$ cat src/rtl/alu_pkg.sv
// Shared opcode and iterative-FSM definitions for the multi-cycle ALU.
package alu_pkg;

   typedef enum logic [3:0] {
      OP_ADD    = 4'h0,
      OP_SUB    = 4'h1,
      OP_MUL    = 4'h2,
      OP_DIV    = 4'h3,
      OP_AND    = 4'h4,
      OP_OR     = 4'h5,
      OP_NAND   = 4'h6,
      OP_NOR    = 4'h7,
      OP_XOR    = 4'h8,
      OP_XNOR   = 4'h9,
      OP_CMP_EQ = 4'hA,
      OP_CMP_GT = 4'hB,
      OP_CMP_LT = 4'hC,
      OP_SHR    = 4'hD,
      OP_SHL    = 4'hE,
      OP_RSVD   = 4'hF
   } alu_op_e;

   typedef enum logic {
      ST_IDLE = 1'b0,
      ST_ITER = 1'b1
   } iter_state_e;

   // Opcodes handled by the one-bit-per-cycle datapath
   function automatic logic is_iter_op(input logic [3:0] op);
      return (op == OP_MUL) || (op == OP_DIV);
   endfunction

endpackage

$ cat src/rtl/alu_iter_muldiv.sv
// Iterative unsigned shift-add multiplier / restoring divider, one bit per cycle.
module alu_iter_muldiv
   import alu_pkg::*;
#(
   parameter int unsigned DATA_WIDTH = 8
) (
   input  logic                      clk,
   input  logic                      rst_n,
   input  logic                      start,
   input  logic                      is_div,
   input  logic [DATA_WIDTH-1:0]     a,
   input  logic [DATA_WIDTH-1:0]     b,
   output logic                      busy_c,
   output logic                      done_c,
   output logic                      div_zero,
   output logic [2*DATA_WIDTH-1:0]   result_c
);

   localparam int unsigned W     = DATA_WIDTH;
   localparam int unsigned CNT_W = $clog2(DATA_WIDTH + 1);

   iter_state_e          state_q, state_d;
   logic [CNT_W-1:0]     cnt_q, cnt_d;
   logic                 div_q, div_d;
   logic                 dz_q, dz_d;
   logic [W-1:0]         b_q, b_d;
   logic [2*W-1:0]       acc_q, acc_d;

   logic [W:0]           mul_sum;
   logic [W:0]           div_tmp;
   logic [W-1:0]         div_diff;
   logic                 div_ge;

   assign busy_c   = (state_q == ST_ITER);
   assign div_zero = dz_q;

   // acc holds {hi, lo}: MUL {partial product, multiplier}, DIV {remainder, quotient}
   always_comb begin
      mul_sum  = {1'b0, acc_q[2*W-1:W]} + (acc_q[0] ? {1'b0, b_q} : '0);
      div_tmp  = {acc_q[2*W-1:W], acc_q[W-1]};
      div_ge   = (div_tmp >= {1'b0, b_q});
      div_diff = div_tmp[W-1:0] - b_q;
      if (div_q) begin
         result_c = {(div_ge ? div_diff : div_tmp[W-1:0]), acc_q[W-2:0], div_ge};
      end else begin
         result_c = {mul_sum, acc_q[W-1:1]};
      end
   end

   always_comb begin
      state_d = state_q;
      cnt_d   = cnt_q;
      div_d   = div_q;
      dz_d    = dz_q;
      b_d     = b_q;
      acc_d   = acc_q;
      done_c  = 1'b0;
      case (state_q)
         ST_IDLE: begin
            if (start) begin
               state_d = ST_ITER;
               cnt_d   = CNT_W'(W);
               div_d   = is_div;
               dz_d    = is_div && (b == '0);
               b_d     = b;
               acc_d   = {{W{1'b0}}, a};
            end
         end
         ST_ITER: begin
            acc_d = result_c;
            cnt_d = cnt_q - CNT_W'(1);
            if (cnt_q == CNT_W'(1)) begin
               state_d = ST_IDLE;
               done_c  = 1'b1;
            end
         end
         default: state_d = ST_IDLE;
      endcase
   end

   always_ff @(posedge clk or negedge rst_n) begin
      if (!rst_n) begin
         state_q <= ST_IDLE;
         cnt_q   <= '0;
         div_q   <= 1'b0;
         dz_q    <= 1'b0;
         b_q     <= '0;
         acc_q   <= '0;
      end else begin
         state_q <= state_d;
         cnt_q   <= cnt_d;
         div_q   <= div_d;
         dz_q    <= dz_d;
         b_q     <= b_d;
         acc_q   <= acc_d;
      end
   end

endmodule

$ cat src/rtl/alu_multicycle.sv
// Multi-cycle ALU: single-cycle ops computed here, MUL/DIV delegated to the iterative unit.
module alu_multicycle
   import alu_pkg::*;
#(
   parameter int unsigned DATA_WIDTH = 8
) (
   input  logic                      CLK,
   input  logic                      RST,
   input  logic [DATA_WIDTH-1:0]     A,
   input  logic [DATA_WIDTH-1:0]     B,
   input  logic [3:0]                ALU_FUNC,
   input  logic                      ALU_EN,
   output logic [2*DATA_WIDTH-1:0]   ALU_OUT,
   output logic                      ALU_vld_OUT,
   output logic                      ALU_ERR,
   output logic                      BUSY
);

   localparam int unsigned W = DATA_WIDTH;

   logic             accept_c;
   logic             iter_c;
   logic             done_c;
   logic             div_zero;
   logic             busy_c;
   logic [2*W-1:0]   iter_res_c;
   logic [W:0]       sum_c;
   logic [W:0]       diff_c;
   logic [W-1:0]     narrow_c;
   logic [2*W-1:0]   sc_res_c;
   logic             sc_err_c;

   assign accept_c = ALU_EN && !busy_c;
   assign iter_c   = is_iter_op(ALU_FUNC);
   assign BUSY     = busy_c;

   alu_iter_muldiv #(.DATA_WIDTH(W)) u_iter (
      .clk      (CLK),
      .rst_n    (RST),
      .start    (accept_c && iter_c),
      .is_div   (ALU_FUNC == OP_DIV),
      .a        (A),
      .b        (B),
      .busy_c   (busy_c),
      .done_c   (done_c),
      .div_zero (div_zero),
      .result_c (iter_res_c)
   );

   // Single-cycle result; bit W of the difference is the borrow
   always_comb begin
      sum_c    = {1'b0, A} + {1'b0, B};
      diff_c   = {1'b0, A} - {1'b0, B};
      narrow_c = '0;
      sc_err_c = 1'b0;
      case (alu_op_e'(ALU_FUNC))
         OP_AND:    narrow_c = A & B;
         OP_OR:     narrow_c = A | B;
         OP_NAND:   narrow_c = ~(A & B);
         OP_NOR:    narrow_c = ~(A | B);
         OP_XOR:    narrow_c = A ^ B;
         OP_XNOR:   narrow_c = ~(A ^ B);
         OP_CMP_EQ: narrow_c = (A == B) ? W'(1) : '0;
         OP_CMP_GT: narrow_c = (A > B)  ? W'(2) : '0;
         OP_CMP_LT: narrow_c = (A < B)  ? W'(3) : '0;
         OP_SHR:    narrow_c = {1'b0, A[W-1:1]};
         OP_SHL:    narrow_c = {A[W-2:0], 1'b0};
         OP_RSVD:   sc_err_c = 1'b1;
         default:   narrow_c = '0;
      endcase
      case (alu_op_e'(ALU_FUNC))
         OP_ADD:  sc_res_c = {{(W-1){1'b0}}, sum_c};
         OP_SUB:  sc_res_c = {{(W-1){1'b0}}, diff_c};
         default: sc_res_c = {{W{1'b0}}, narrow_c};
      endcase
   end

   always_ff @(posedge CLK or negedge RST) begin
      if (!RST) begin
         ALU_OUT     <= '0;
         ALU_vld_OUT <= 1'b0;
         ALU_ERR     <= 1'b0;
      end else begin
         ALU_vld_OUT <= 1'b0;
         if (done_c) begin
            ALU_OUT     <= iter_res_c;
            ALU_vld_OUT <= 1'b1;
            ALU_ERR     <= div_zero;
         end else if (accept_c && !iter_c) begin
            ALU_OUT     <= sc_res_c;
            ALU_vld_OUT <= 1'b1;
            ALU_ERR     <= sc_err_c;
         end
      end
   end

endmodule

$ cat config.mk
export PLATFORM = sky130hd
export DESIGN_NAME = alu_multicycle
export DESIGN_NICKNAME = d
export VERILOG_FILES = /design/src/rtl/alu_pkg.sv /design/src/rtl/alu_iter_muldiv.sv /design/src/rtl/alu_multicycle.sv
export SDC_FILE = /design/constraint.sdc
export NUM_CORES = 1
export LEC_CHECK = 0
export BUFFER_PORTS_ARGS = -buffer_cell sky130_fd_sc_hd__buf_2
export CORE_MARGIN = 4
export CORE_UTILIZATION = 36
export CTS_BUF_LIST = sky130_fd_sc_hd__clkbuf_8 sky130_fd_sc_hd__clkbuf_16
export DETAILED_ROUTE_END_ITERATION = 12
export SLEW_MARGIN = 20
export SYNTH_ARGS = -nofsm -noshare
export SYNTH_HDL_FRONTEND = slang
export SYNTH_SLANG_ARGS = --single-unit
export TNS_END_PERCENT = 10
$ cat constraint.sdc
create_clock -name CLK -period 6.6 [get_ports CLK]
set_clock_uncertainty 0.15 [all_clocks]
set_input_delay 1.32 -clock CLK [delete_from_list [all_inputs] [get_ports CLK]]
set_output_delay 1.32 -clock CLK [all_outputs]
set_load 0.02 [all_outputs]
# Yosys cells after proc, flatten, opt, wreduce, memory -nomap -nowiden
# Cells that the tools add are included.
[totals]
register_bits = 49
latch_bits = 0
ram_bits = 0
rom_bits = 0
inputBits = 23
out_inout_bits = 19
elab_cells = 77
mem_count = 0
[classes]
addsub = 5
n_mul = 0
n_div = 0
order_cmp = 3
eq_ne = 18
shifts = 0
muxes = 24
n_bitwise = 7
reduce_logical = 11
[ops]
columns = ["op", "n"]
rows = [
  ["one-hot mux 8 bit (11 select lines)", 1],
  ["two-way mux 16 bit", 4],
  ["== test 4 bit (second input constant)", 8],
  ["one-hot mux 16 bit (2 select lines)", 1],
  ["inverter 8 bit", 3],
  ["one-hot mux 9 bit (2 select lines)", 1],
  ["== test 4 x 3 -> 1 bit (second input constant)", 4],
  ["two-way mux 8 bit", 2],
  ["two-way mux 1 bit", 10],
  ["adder 8 x 8 -> 9 bit", 1],
  ["adder 8 x 9 -> 9 bit", 1],
  ["greater-or-equal comparator 9 x 8 -> 1 bit", 1],
  ["subtractor 8 x 8 -> 9 bit", 1],
  ["bitwise AND 8 bit", 1],
  ["== test 4 x 1 -> 1 bit (second input constant)", 2],
  ["== test 4 x 2 -> 1 bit (second input constant)", 2],
  ["== test 8 bit", 1],
  ["greater-than comparator 8 bit", 1],
  ["logical NOT 8 bit", 1],
  ["< comparator 8 bit", 1],
  ["bitwise OR 8 bit", 1],
  ["one-hot mux 4 bit (2 select lines)", 1],
  ["subtractor 8 bit", 1],
  ["bitwise XOR 8 bit", 1],
  ["other kinds (12)", 17],
]

# Longest topological paths before layout
[depth]
word_depth = 6
depth_mapped = 10
mapped_depth_nobuf = 10

# Hierarchy
# From an unflattened synthesis, not the netlist that was laid out.
[unflattened]
cells_unflattened = 566
hier_area_um2 = 4703.3
[modules_own_cells]
columns = ["module", "instances", "cells_per_inst", "area_each_um2"]
rows = [
  ["alu_iter_muldiv", 1, 266, 2381.0],
  ["alu_multicycle", 1, 300, 2322.2],
]

# Worst setup path before layout
# No wires, ideal clock.
[synth_path]
kind = "input port to flip-flop"
start = "input port A[0]"
end = "register ALU_OUT[4]"
t_arrival_ns = 3.047
path_slack_ns = 3.320
path_stages = 10
n_path_buf = 0
path_cell_list = "inv_1 -> ha_1 -> inv_1 -> fa_1 -> nor3b_1 -> a211oi_1 -> o21ai_0 -> a2111oi_0 -> a211oi_1 -> o21ai_0"
[synth_between]
elab_chain_cells = 4
[synth_rtl]
columns = ["element", "line", "source"]
rows = [
  ["start, declared", "alu_multicycle.sv:9", "input logic [DATA_WIDTH-1:0] A,"],
  ["subtractor 8 x 8 -> 9 bit / adder 8 x 8 -> 9 bit (equally long branches)", "alu_multicycle.sv:53, alu_multicycle.sv:52", ""],
  ["one-hot mux 9 bit (2 select lines) *", "alu_multicycle.sv:71", "case (alu_op_e'(ALU_FUNC))"],
  ["two-way mux 16 bit *", "alu_multicycle.sv:89", "end else if (accept_c && !iter_c) begin"],
  ["two-way mux 16 bit *", "alu_multicycle.sv:85", "if (done_c) begin"],
  ["end signal, assigned", "alu_multicycle.sv:86", "ALU_OUT <= iter_res_c;"],
  ["end signal, assigned", "alu_multicycle.sv:90", "ALU_OUT <= sc_res_c;"],
  ["end, declared", "alu_multicycle.sv:13", "output logic [2*DATA_WIDTH-1:0] ALU_OUT,"],
]
# Every way passes the cells marked *; elsewhere a longest branch is shown, timed or not. The select of a mux whose other input is x is not followed.
# A chain may end at the register's enable or synchronous reset.

# Worst setup path in the final report
[layout_path]
start = "input port A[1]"
end = "register ALU_OUT[1]"
[layout_between]
elab_chain_cells = 6
[layout_rtl]
columns = ["element", "line", "source"]
rows = [
  ["< comparator 8 bit, or another cell as far along", "alu_multicycle.sv:65", "OP_CMP_LT: narrow_c = (A < B) ? W'(3) : '0;"],
  ["two-way mux 2 bit, or another cell as far along", "alu_multicycle.sv:65", ""],
  ["one-hot mux 8 bit (11 select lines)", "alu_multicycle.sv:56", "case (alu_op_e'(ALU_FUNC))"],
  ["one-hot mux 9 bit (2 select lines) *", "alu_multicycle.sv:71", ""],
  ["two-way mux 16 bit *", "alu_multicycle.sv:89", ""],
  ["two-way mux 16 bit *", "alu_multicycle.sv:85", ""],
]
# Marked as above.

==> reports/metrics.cfg <==
[sta]
fmax_mhz=277
fin_crit_sh_pct=54.8
final.min_clock_period_ns=3.61
slew_viol_final=0
setup_viol=0
rsz0062_at_grt=no
slew_headroom_pct=37.5
tightestPinTransition_ns=0.937
hold_viol=0
tns_ns=0

[synth]
yosysUniqueCellTypes=71
synthTopCellsByCount=nand2_1, dfrtp_1, nor2_1, o21ai_0, inv_1
synth_edf_count=0
synthArstFlopShare_pct=100
ys_seq_area_share_pct=26.7
yosysMostFrequentCell=nand2_1
synth_ff_type=dfrtp_1
synthTopCellsByArea=dfrtp_1, ha_1, o21ai_0
syn_area_mm2=0.00460
yosys_register_bits=49
synthCells=572
avgSynthCellArea_um2=8.04
synth.net_count=641
synth.largest_area_cell=dfrtp_1
synth_top_cell_area_share_pct=26.7
yosys_warnings=0

[cts]
cts_buffer_depth=2
cts.clk_slew.worst_paths_ns=0.07
cts_root_buffer=clkbuf_16
cts_buffers=5
htreeDepth=2
cts_resized=0
post-cts-setup-buffer-count=0
cts_sinks=49
clock_latency_ns=0.29
cts_tree=done
postCtsHoldBufs=0

[hold_path]
hold_path.startpoint=u_iter.cnt_q[3]
hold_class=flip-flop to flip-flop

[critical_path]
cp_slowest_cell=or4b_1
path_delay_family=compound AO/OA/AOI/OAI gates
end_kind=flip-flop
rr_startpoint=u_iter.acc_q[0]
worstPathArrival_ns=3.67
cp_num_buf_inv=2
critPathLaunch=A[1]
path_class=primary input to flip-flop
crit_fanout=7
slowest_delay_ns=0.52
critPathRequiredTime_ns=6.66
cp-start-kind=primary input
crit_chain=buf_2 > inv_1 > ha_1 > nor2_1 > o221ai_2 > a21oi_1 > a21oi_1 > or4b_1 > a32oi_1
critical_path.most_common_cell=a21oi_1

[floorplanning]
die_x_um=121
die_h_um=121
core_mm2=0.0126
initial_utilization_pct=36.6
rows=41
die_area_mm2=0.0146
ios=42

[placed_design]
dp_cells=756
portBuffers=41
finalWeightedCongestion=0.896
hpwl_mm=11.4

[global_routing]
grt-ovfl-total=0
antenna_found_initial=0
grt_use_total_pct=20.6
grt_pass1_vias=4374
grt_pass1_wl_mm=24.0
grt_max_degree=50

[finish]
layout.cells.non_filler=764
nets=660
drive_gt1_share_pct=11.5
n_antenna_cell=0
area_growth_pct=10.4

[drt]
drc_errors=0
finalWirelength_mm=15.1
via_count=4521
routed_via_density=5.92
drt_first_pass_iters=5
drtIter0Drc=332
routedWlPerCell_um=19.8
postRouteAntennaNets=0

[power]
leakage_uw=0.00223
p_per_area_mw_per_mm2=434
irDropWorstVdd_v=0.000134

[run]
maxCapViolations=0

[outcome]
status=finished clean

-- per-stage QoR --
stage               utilization, %  hold slack [ns]  power (µW)  area (µm²)  setup slack [ns]
floorplan                        -            0.285        1530        4600              3.32
global placement              39.0            0.307        1870        4900              2.66
detailed placement            39.0            0.319        1890        4910              2.70
CTS                           40.4            0.328        2200        5070              3.02
global route                  40.4            0.349        2380        5070              2.72
finish                        40.4            0.327        2200        5070              2.99
-- final timing paths --
check	end	slack (ns)	depth (start not counted)
worst min register to register	u_iter.cnt_q[3]	0.33	1
worst min-delay path	u_iter.cnt_q[3]	0.33	1
min in group asynchronous	u_iter.acc_q[11]	0.99	2
max in group asynchronous	u_iter.b_q[6]	4.89	2
worst max-delay path	ALU_OUT[1]	2.99	9
worst max register to register	u_iter.acc_q[13]	3.79	9
-- power by group --
group          total, µW  switching [µW]  internal, µW
clock network        298             118           180
registers            582             144           439
logic               1320             804           520
-- cell type report --
class,count,area [µm²]
multi-input combinational,447,3070
clock inverter,3,43.8
timing repair buffer,44,228
clock buffer,5,125
tap,172,215
sequential,49,1230
inverter,44,165
fill,1307,7490
-- registers in the layout, summed over array words and instances, names as in the netlist --
register	flops
ALU_OUT	16
u_iter.acc_q	16
u_iter.b_q	8
u_iter.cnt_q	4
ALU_ERR	1
ALU_vld_OUT	1
u_iter.busy_c	1
u_iter.div_q	1
u_iter.div_zero	1
-- placed cells by master, fill, tap and decap left out, drive strengths merged, types with 6 or more instances in the layout --
cell type / n
a211oi: 10
a21oi: 33
a221oi: 7
a22oi: 13
a31oi: 12
and2: 9
buf: 44
dfrtp: 49
ha: 42
inv: 45
mux2i: 7
nand2: 52
nand2b: 11
nand3: 13
nor2: 48
nor2b: 10
nor3: 8
o211ai: 7
o21ai: 51
o221ai: 6
o22ai: 10
xnor2: 6
-- layer usage --
layer	global-route usage, %	share of wire (%)
met2	34.4	47
met3	2.00	6.7
met1	27.9	43
met4	7.15	3.3
met5	0	0
-- logic make-up after synthesis --
kind of cell / share of synthesized area, %
AOI/OAI and AO/OA: 30.8
and+or+nand+nor: 18.6
buffers and inverters: 6.59
DFF: 26.7
adders and majority gates: 13.2
xor gates and xnor gates: 2.10
muxes: 2.01
No activity file was read; power rests on OpenSTA's default activity.
